File: src/rtl/mem_port_arbiter.sv
// Two-requester arbiter for the single memory port (MAR/MDR/EN/RW/MFC) with MFC timeout.
// Define ARB_RR_EN for round-robin arbitration; the default build is fixed priority (req[1] wins).
module mem_port_arbiter #(
  parameter int unsigned AW      = 6,
  parameter int unsigned DW      = 16,
  parameter int unsigned TIMEOUT = 15
) (
  input  logic          clk,
  input  logic          rst_n,
  input  logic [1:0]    req,
  input  logic [1:0]    rw,
  input  logic [AW-1:0] addr0,
  input  logic [AW-1:0] addr1,
  input  logic [DW-1:0] wdata0,
  input  logic [DW-1:0] wdata1,
  output logic [1:0]    gnt,
  output logic [1:0]    ack,
  output logic          err,
  output logic [DW-1:0] rdata,
  output logic          mem_EN,
  output logic          mem_RW,
  output logic [AW-1:0] mem_addr,
  output logic [DW-1:0] mem_wdata,
  input  logic [DW-1:0] mem_rdata,
  input  logic          MFC
);

  typedef enum logic [1:0] {
    S_IDLE   = 2'd0,
    S_ACCESS = 2'd1,
    S_RESP   = 2'd2
  } state_t;

  localparam logic [7:0] LP_TIMEOUT = 8'(TIMEOUT);

  state_t      r_state;
  logic [7:0]  r_timer;
  logic [1:0]  w_win;
  logic        w_timeout;

`ifdef ARB_RR_EN
  logic r_ptr;

  always_comb begin
    w_win = 2'b00;
    if (req == 2'b11)  w_win = r_ptr ? 2'b10 : 2'b01;
    else if (req[1])   w_win = 2'b10;
    else if (req[0])   w_win = 2'b01;
  end
`else
  always_comb begin
    w_win = 2'b00;
    if (req[1])        w_win = 2'b10;
    else if (req[0])   w_win = 2'b01;
  end
`endif

  // r_timer counts completed ACCESS cycles, so this is the TIMEOUT-th one.
  assign w_timeout = ((r_timer + 8'd1) == LP_TIMEOUT);

  always_ff @(posedge clk or negedge rst_n) begin
    if (!rst_n) begin
      r_state   <= S_IDLE;
      r_timer   <= '0;
      gnt       <= '0;
      ack       <= '0;
      err       <= 1'b0;
      rdata     <= '0;
      mem_EN    <= 1'b0;
      mem_RW    <= 1'b0;
      mem_addr  <= '0;
      mem_wdata <= '0;
`ifdef ARB_RR_EN
      r_ptr     <= 1'b0;
`endif
    end else begin
      case (r_state)
        S_IDLE: begin
          ack    <= '0;
          err    <= 1'b0;
          mem_EN <= 1'b0;
          if (w_win != 2'b00) begin
            gnt       <= w_win;
            mem_RW    <= w_win[1] ? rw[1]  : rw[0];
            mem_addr  <= w_win[1] ? addr1  : addr0;
            mem_wdata <= w_win[1] ? wdata1 : wdata0;
            mem_EN    <= 1'b1;
            r_timer   <= '0;
            r_state   <= S_ACCESS;
          end else begin
            gnt       <= '0;
            mem_RW    <= 1'b0;
            mem_addr  <= '0;
            mem_wdata <= '0;
          end
        end
        S_ACCESS: begin
          r_timer <= r_timer + 8'd1;
          // MFC takes precedence over an expiring timer in the same cycle.
          if (MFC) begin
            if (mem_RW) rdata <= mem_rdata;
            mem_EN  <= 1'b0;
            ack     <= gnt;
            err     <= 1'b0;
            r_state <= S_RESP;
          end else if (w_timeout) begin
            mem_EN  <= 1'b0;
            ack     <= gnt;
            err     <= 1'b1;
            r_state <= S_RESP;
          end
        end
        S_RESP: begin
          ack     <= '0;
          err     <= 1'b0;
          gnt     <= '0;
          r_timer <= '0;
          r_state <= S_IDLE;
`ifdef ARB_RR_EN
          r_ptr   <= ~r_ptr;
`endif
        end
        default: begin
          r_state   <= S_IDLE;
          r_timer   <= '0;
          gnt       <= '0;
          ack       <= '0;
          err       <= 1'b0;
          rdata     <= '0;
          mem_EN    <= 1'b0;
          mem_RW    <= 1'b0;
          mem_addr  <= '0;
          mem_wdata <= '0;
        end
      endcase
    end
  end

endmodule

File: config.mk
export PLATFORM = sky130hd
export DESIGN_NAME = mem_port_arbiter
export DESIGN_NICKNAME = d
export VERILOG_FILES = /design/src/rtl/mem_port_arbiter.sv
export SDC_FILE = /design/constraint.sdc
export NUM_CORES = 1
export LEC_CHECK = 0
export ABC_AREA = 0
export BUFFER_PORTS_ARGS = -buffer_cell sky130_fd_sc_hd__buf_2
export CORE_UTILIZATION = 48
export CTS_CLUSTER_DIAMETER = 100
export DETAILED_ROUTE_END_ITERATION = 12
export MAX_ROUTING_LAYER = met4
export PLACE_DENSITY_LB_ADDON = 0.3
export SLEW_MARGIN = 20
export SYNTH_ARGS = -nofsm -noshare
export SYNTH_HDL_FRONTEND = slang
export SYNTH_SLANG_ARGS = --single-unit
File: constraint.sdc
create_clock -name clk -period 2.8 [get_ports clk]
set_clock_uncertainty 0.1 [all_clocks]
set_input_delay 0.42 -clock clk [delete_from_list [all_inputs] [get_ports clk]]
set_output_delay 0.42 -clock clk [all_outputs]
set_load 0.03 [all_outputs]
==> results of run 1 <==
==> stage by stage <==
step,setup slack (ns),power (mW)
3_3_place_gp,0.754,3.18
6_report,0.685,3.70
4_1_cts,0.680,3.74
3_5_place_dp,0.697,3.23
2_1_floorplan,0.860,2.65
5_1_grt,0.561,3.97
==> registers in the layout, indices dropped and copies added (netlist names) <==
signal	cells
ack	2
gnt	2
mem_RW	1
r_state	2
err	1
mem_wdata	16
r_timer	8
mem_addr	6
rdata	16
mem_EN	1
==> critical path, delay by kind of cell (launching register included) <==
family	cells	cell delay (ns)
and+or+nand+nor	3	1.11
adders and majority gates	1	0.30
DFF	1	0.36
AOI/OAI and AO/OA	1	0.11
buffers and inverters	1	0.08
==> worst paths after layout <==
path | start | end | slack, ns | depth (start not counted)
max | r_state[0] | r_timer[5] | 0.69 | 6
min | rst_n | rdata[9] | 0.15 | 2
max reg2reg | r_state[0] | r_timer[5] | 0.69 | 6
min reg2reg | rdata[4] | rdata[4] | 0.37 | 2
max in group asynchronous | rst_n | r_timer[2] | 2.01 | 2
min in group clk | mem_rdata[2] | rdata[2] | 0.24 | 3
==> area by class of cell <==
| class | count | area, um^2 |
|---|---|---|
| Clock buffer | 6 | 72.6 |
| Timing Repair Buffer | 116 | 593 |
| Multi-Input combinational cell | 200 | 1160 |
| Fill cell | 465 | 1900 |
| Sequential cell | 55 | 1380 |
| Tap cell | 70 | 87.6 |
| Clock inverter | 1 | 30.0 |
| Inverter | 5 | 18.8 |
==> power groups by stage <==
stage / sequential, mW / clock [mW] / combinational, mW
final: 1.30 / 0.504 / 1.89
after global routing: 1.35 / 0.549 / 2.07
after CTS: 1.31 / 0.517 / 1.91
after detailed placement: 1.32 / 0 / 1.92
after global placement: 1.31 / 0 / 1.87
after floorplan: 1.88 / 0 / 0.766
==> metal layers <==
metal / up-vias / GRT usage [%] / share of wire [%]
met4: 0 / 6.73 / 1.8
met3: 11 / 4.07 / 4.6
met2: 85 / 38.8 / 49
met1: 1105 / 27.9 / 45
met5: - / - / 0
li1: 1168 / - / -
==> logic make-up (layout without fill, tap and decap cells) <==
family	Yosys count	count (layout)	share of synthesized area, %
AOI/OAI and AO/OA	71	71	18.4
xor gates and xnor gates	2	2	0.658
adders and majority gates	5	5	2.35
buffers and inverters	25	128	4.93
DFF	55	55	51.7
muxes	4	4	1.55
and+or+nand+nor	118	118	20.4
==> synth_stat cells, types with 2 or more instances <==
library cell / instances / area (um^2)
clkbuf_8: 2 / 27.5
nand3_1: 17 / 85.1
o21ai_0: 31 / 155
a22o_1: 4 / 35.0
nor3b_1: 2 / 15.0
inv_1: 5 / 18.8
mux2i_1: 3 / 30.0
nand2_1: 75 / 282
nand2b_1: 3 / 18.8
clkbuf_1: 12 / 45.0
a21oi_1: 2 / 10.0
buf_4: 2 / 15.0
buf_2: 2 / 10.0
ha_1: 5 / 62.6
nor2_1: 6 / 22.5
nor2b_1: 2 / 12.5
a22oi_1: 22 / 165
dfrtp_1: 55 / 1380
==> results.md, run 1 <==
- Status: complete, no violations
- Most frequent cells in the layout: buf_2 (111), nand2_1 (75), dfrtp_1 (55), o21ai_0 (31), a22oi_1 (22)
- Final Instance Area: 3340 um^2
- Setup CP Type: reg -> reg
- Core area: 5240 um^2
- Max Fanout on Critical Path: 15
- Arrival time at the worst endpoint: 2.26 ns
- Asr flop ratio synth: 100%
- Setup Buffers After CTS: 0
- DIE WIDTH: 76.5 um
- Antenna violations before repair: 0
- Final-report max-slew violation count: 0
- CTS root buffer: clkbuf_8
- H-tree Lvls: 2
- WL per Instance: 13.6 um
- Switch Pwr: around 1.8 mW
- Distinct cells, synth: 48
- Period utilization: 75.5%
- Hold_buf cts: 0
- Antenna diodes: 0
- Switching share of power: between 40% and 50%
- Vias: 2369
- Layout Nets: 455
- All-Layer GR Usage: 22.9%
- Avg Vias per Cell: 5.23
- Maximum operating frequency: 473 MHz
- Worst-margin pin slew: between 1 and 1.5 ns
- Initial Utilization: 50.9%
- Main synth FF type: dfrtp_1
- Clk sink count: 55
- Setup crit start kind: register
- Die area: ~5900 um^2
- CTS tree: built
- Post-cts resize count: 0
- Worst-path cell chain: inv_1, ha_1, and2_1, or4_2, nand2_1, a22o_1
- Min cycle time layout: 2.11 ns
- Share of layout cells above drive strength 1: around a third
- CP max-delay cell: or4_2
- Post-Syn Area: between 2000 and 3000 um^2
- MaxCap Viol Count: 0
- Worst slew margin: 29.9%
- DRT iter0 DRCs: about 110
- Clk network pwr share: 13.6%
- Grt total ovfl: 0
- Combinational share of power: 51.1%
- DR pass1 iterations: 4
- RSZ-0062 raised after global routing: no
- Hold crit path type: in -> async
- Cell area power density: 1110 nW/um^2
- Seq pwr share: 35.3%
- WP data required: around 2.9 ns
- DP Cell Count: 446
- Static leakage: 1.82 nW
- Max incr delay on CP: 0.69 ns
- Hold WS: 0.147 ns
- Worst-Skew Late Latency: 0.30 ns
- Placed Area: approximately 3200 um^2
- Clock slew at the register clock pins of the worst setup and hold paths: 0.09 ns
- Final setup vio count: 0
- Port bufs: 111
- P_int: 1.91 mW
- Routed Antenna Nets: 0
- Area Overhead vs Synth: 25.4%
- Average cell area after synthesis: 9.51 um^2
- Final Util: 63.8%
- WL final: 6.17 mm
- Maximum VDD drop: 0.000668 V
- Number of global-route vias before repair: 2350
- Register area share after synthesis: 51.7%
- Final estimated routing congestion in global placement: 0.803
- Clk buf depth: 2
- Synthesized netlist cell count: 280
- Synthesized Nets: 352
- Final setup TNS: 0 ns
- Yosys warnings: 0
- Row count: 26
- Synth Register Bits: 55
- Most common cell after layout, fill and taps aside: buf_2
- Crit. End Element: register
- Final Hold Vio Count: 0
- Post-synth EDFFs: 0
- Largest net degree at the start of global routing: 56
- Hpwl dp: approximately 4.5 mm
- Total CTS buffers: 5
- DR DRC count: 0
- First-pass GRT wire length: 10.6 mm
- Ports: 112
- Die H: 76.5 um
- Fin cells: 453
No activity file was read; power rests on OpenSTA's default activity.
==> run 2: changes to the inputs <==
- CORE_UTILIZATION: 48 -> 43
- clock period: 2.8 -> 1.8 ns (I/O delays scaled with it)
==> run 2 against run 1 <==
Net effect: the flow now finishes with violations (negative setup slack); count of clock-buffer cells in the layout stayed put; core utilization is 3.2 points lower; critical path type unchanged; first-iteration DRC count is 25% lower; wire length is 5.5% higher; highest routed layer unchanged; sequential cell count stayed put; critical path depth is 2 higher; combinational power is 68% higher; cell area is 8.0% higher; setup slack worse by 0.89 ns; die area is 11% higher.
==> results.md, run 2 (synthesis results as in run 1) <==
- Row count: 28 (+7.7%)
- WL final: 6.51 mm (+5.5%)
- Largest net degree at the start of global routing: 56 (unchanged)
- Worst-path cell chain: inv_2, ha_4, nand2_2, or4_4, a221oi_4, buf_6, o21ai_1, a21oi_1
- Die H: 80.7 um (+5.5%)
- DR DRC count: 0 (unchanged)
- Hold crit path type: in -> reg
- Share of layout cells above drive strength 1: 41.7% (+6.4 points)
- FF/Latch Area: 1380 um^2 (+0.18%)
- Status: finished with violations
- Final Util: 60.5% (-3.2 points)
- Layout Nets: 474 (+4.2%)
- Worst slew margin: 77.1% (+47 points)
- Die area: 6510 um^2 (+11%)
- Worst-margin pin slew: 0.339 ns (-0.711 ns)
- All-Layer GR Usage: 21.7% (-1.2 points)
- Static leakage: 1.93 nW (+6.0%)
- Setup crit start kind: register
- Antenna violations before repair: 0 (unchanged)
- Clk buf depth: 2 (unchanged)
- Avg Vias per Cell: 5.15 (-1.6%)
- Crit-path leading delay family: compound AO/OA/AOI/OAI gates
- Area of the multi-input gates: 1230 um^2 (+6.4%)
- Max Fanout on Critical Path: 5 (-10)
- Maximum operating frequency: 498 MHz (+5.3%)
- Initial Utilization: 44.7% (-6.1 points)
- Most frequent cells in the layout: buf_2 (111), nand2_1 (73), dfrtp_1 (53), o21ai_0 (29), a22oi_1 (22)
- Setup ws final: -0.208 ns (-0.894 ns)
- CP max-delay cell: dfrtp_2
- Min cycle time layout: 2.01 ns (-0.106 ns)
- DIE WIDTH: 80.7 um (+5.5%)
- Routed Antenna Nets: 0 (unchanged)
- Failing checks: negative setup slack
- Crit. End Element: register
- DR pass1 iterations: 4 (unchanged)
- Hpwl dp: 4.61 mm (+3.2%)
- Total CTS buffers: 5 (unchanged)
- Max incr delay on CP: 0.45 ns (-0.24 ns)
- MaxCap Viol Count: 0 (unchanged)
- Reg2reg setup slack: -0.21 ns (-0.89 ns)
- Number of global-route vias before repair: 2263 (-3.7%)
- Period utilization: 112% (+36 points)
- CTS tree: built
- Final-report max-slew violation count: 0 (unchanged)
- Clk sink count: 55 (unchanged)
- Cell area power density: 1690 nW/um^2 (+53%)
- WP data required: 1.93 ns (-1.01 ns)
- CTS root buffer: clkbuf_8
- RSZ-0062 raised after global routing: yes
- Maximum VDD drop: 0.000893 V (+34%)
- H-tree Lvls: 2 (unchanged)
- Largest regs: mem_wdata (16), rdata (16), r_timer (8)
- Final estimated routing congestion in global placement: 0.807 (+0.47%)
- Hold WS: 0.0842 ns (-0.0630 ns)
- Grt total ovfl: 0 (unchanged)
- Vias: 2460 (+3.8%)
- Arrival time at the worst endpoint: 2.14 ns (-0.12 ns)
- Clock slew at the register clock pins of the worst setup and hold paths: 0.10 ns (about the same)
- Antenna diodes: 0 (unchanged)
- Area Overhead vs Synth: 35.4%
- Fill count: 562 (+21%)
- Most common cell after layout, fill and taps aside: buf_2
- Worst-Skew Late Latency: 0.31 ns (about the same)
- Final Hold Vio Count: 0 (unchanged)
- Final setup vio count: 7 (+7)
- WL per Instance: 13.6 um (about the same)
- WP buf/inv: 2 (+1)
- Setup CP Type: reg -> reg
- DRT iter0 DRCs: 85 (-25%)
- Port bufs: 111 (unchanged)
- Core area: 5960 um^2 (+14%)
- Ports: 112 (unchanged)
- First-pass GRT wire length: 10.6 mm (about the same)
## run 2: cell types whose count changed in the layout (fill, tap and decap cells not counted), sizes merged
cell | previous run | this run
buf | 116 | 134
dlygate4sd3 | 0 | 1
inv | 5 | 6
## run 2: report_power, final
part | switching (mW) | leakage (nW) | internal (mW)
Combinational | 2.17 | 1.13 | 1.00
Clock | 0.420 | 0.0618 | 0.458
Sequential | 0.300 | 0.734 | 1.74
Total | 2.89 | 1.93 | 3.20
## run 2: layout make-up
type	count	area share, %
clock inverters	2	1.08
clock buffers	6	2.29
inverters	5	0.520
repair buffers	135	21.0
multi-input cells	200	34.2
well taps	75	2.60
flip-flops and latches	55	38.2
## run 2: routing by layer
layer | wire (um) | share of wire, % | track usage, % | up-vias
met2 | 3160 | 49 | 34.4 | 103
met1 | 2790 | 43 | 27.4 | 1134
li1 | - | - | - | 1212
met3 | 440 | 6.8 | 4.77 | 11
met4 | 105 | 1.6 | 6.96 | 0
met5 | 0 | 0 | - | -
## run 2: final timing paths
kind                              startpoint         end  depth (start not counted)
worst max-delay path              r_timer[0]  r_state[1]                          8
worst min-delay path            mem_rdata[2]    rdata[2]                          3
worst max register to register    r_timer[0]  r_state[1]                          8
worst min register to register      rdata[8]    rdata[8]                          2
max in group asynchronous              rst_n  r_timer[5]                          3
min in group asynchronous              rst_n  r_timer[0]                          3
## run 2: metrics by stage
stage          TNS [ns]  total power [mW]  cell area, um^2  setup slack [ns]  cells
6_report          -1.17              6.09             3610            -0.208    478
5_1_grt           -1.66              6.51             3610            -0.283    478
4_1_cts          -0.928              6.13             3590            -0.161    478
3_5_place_dp      -1.39              5.17             3370            -0.265    465
3_3_place_gp      -1.10              5.10             3370            -0.216    465
2_1_floorplan    -0.571              4.18             2690            -0.127    280
## run 2: what timing repair did
action / 4_1_cts / 5_1_grt
resized for setup: 14 / 5
pin swaps: 7 / 3
cloned: 0 / 0
endpoints found under the hold margin: 55 / 0
setup buffers: 4 / 0
hold buffers: 1 / 0
setup endpoints to repair: 7 / 25
## run 2: worst register-to-register path, stage by stage (launching register included)
cell and delay, ns:
dfrtp_2 0.45, inv_2 0.08, ha_4 0.13, nand2_2 0.05
or4_4 0.43, a221oi_4 0.30, buf_6 0.17, o21ai_1 0.07
a21oi_1 0.16
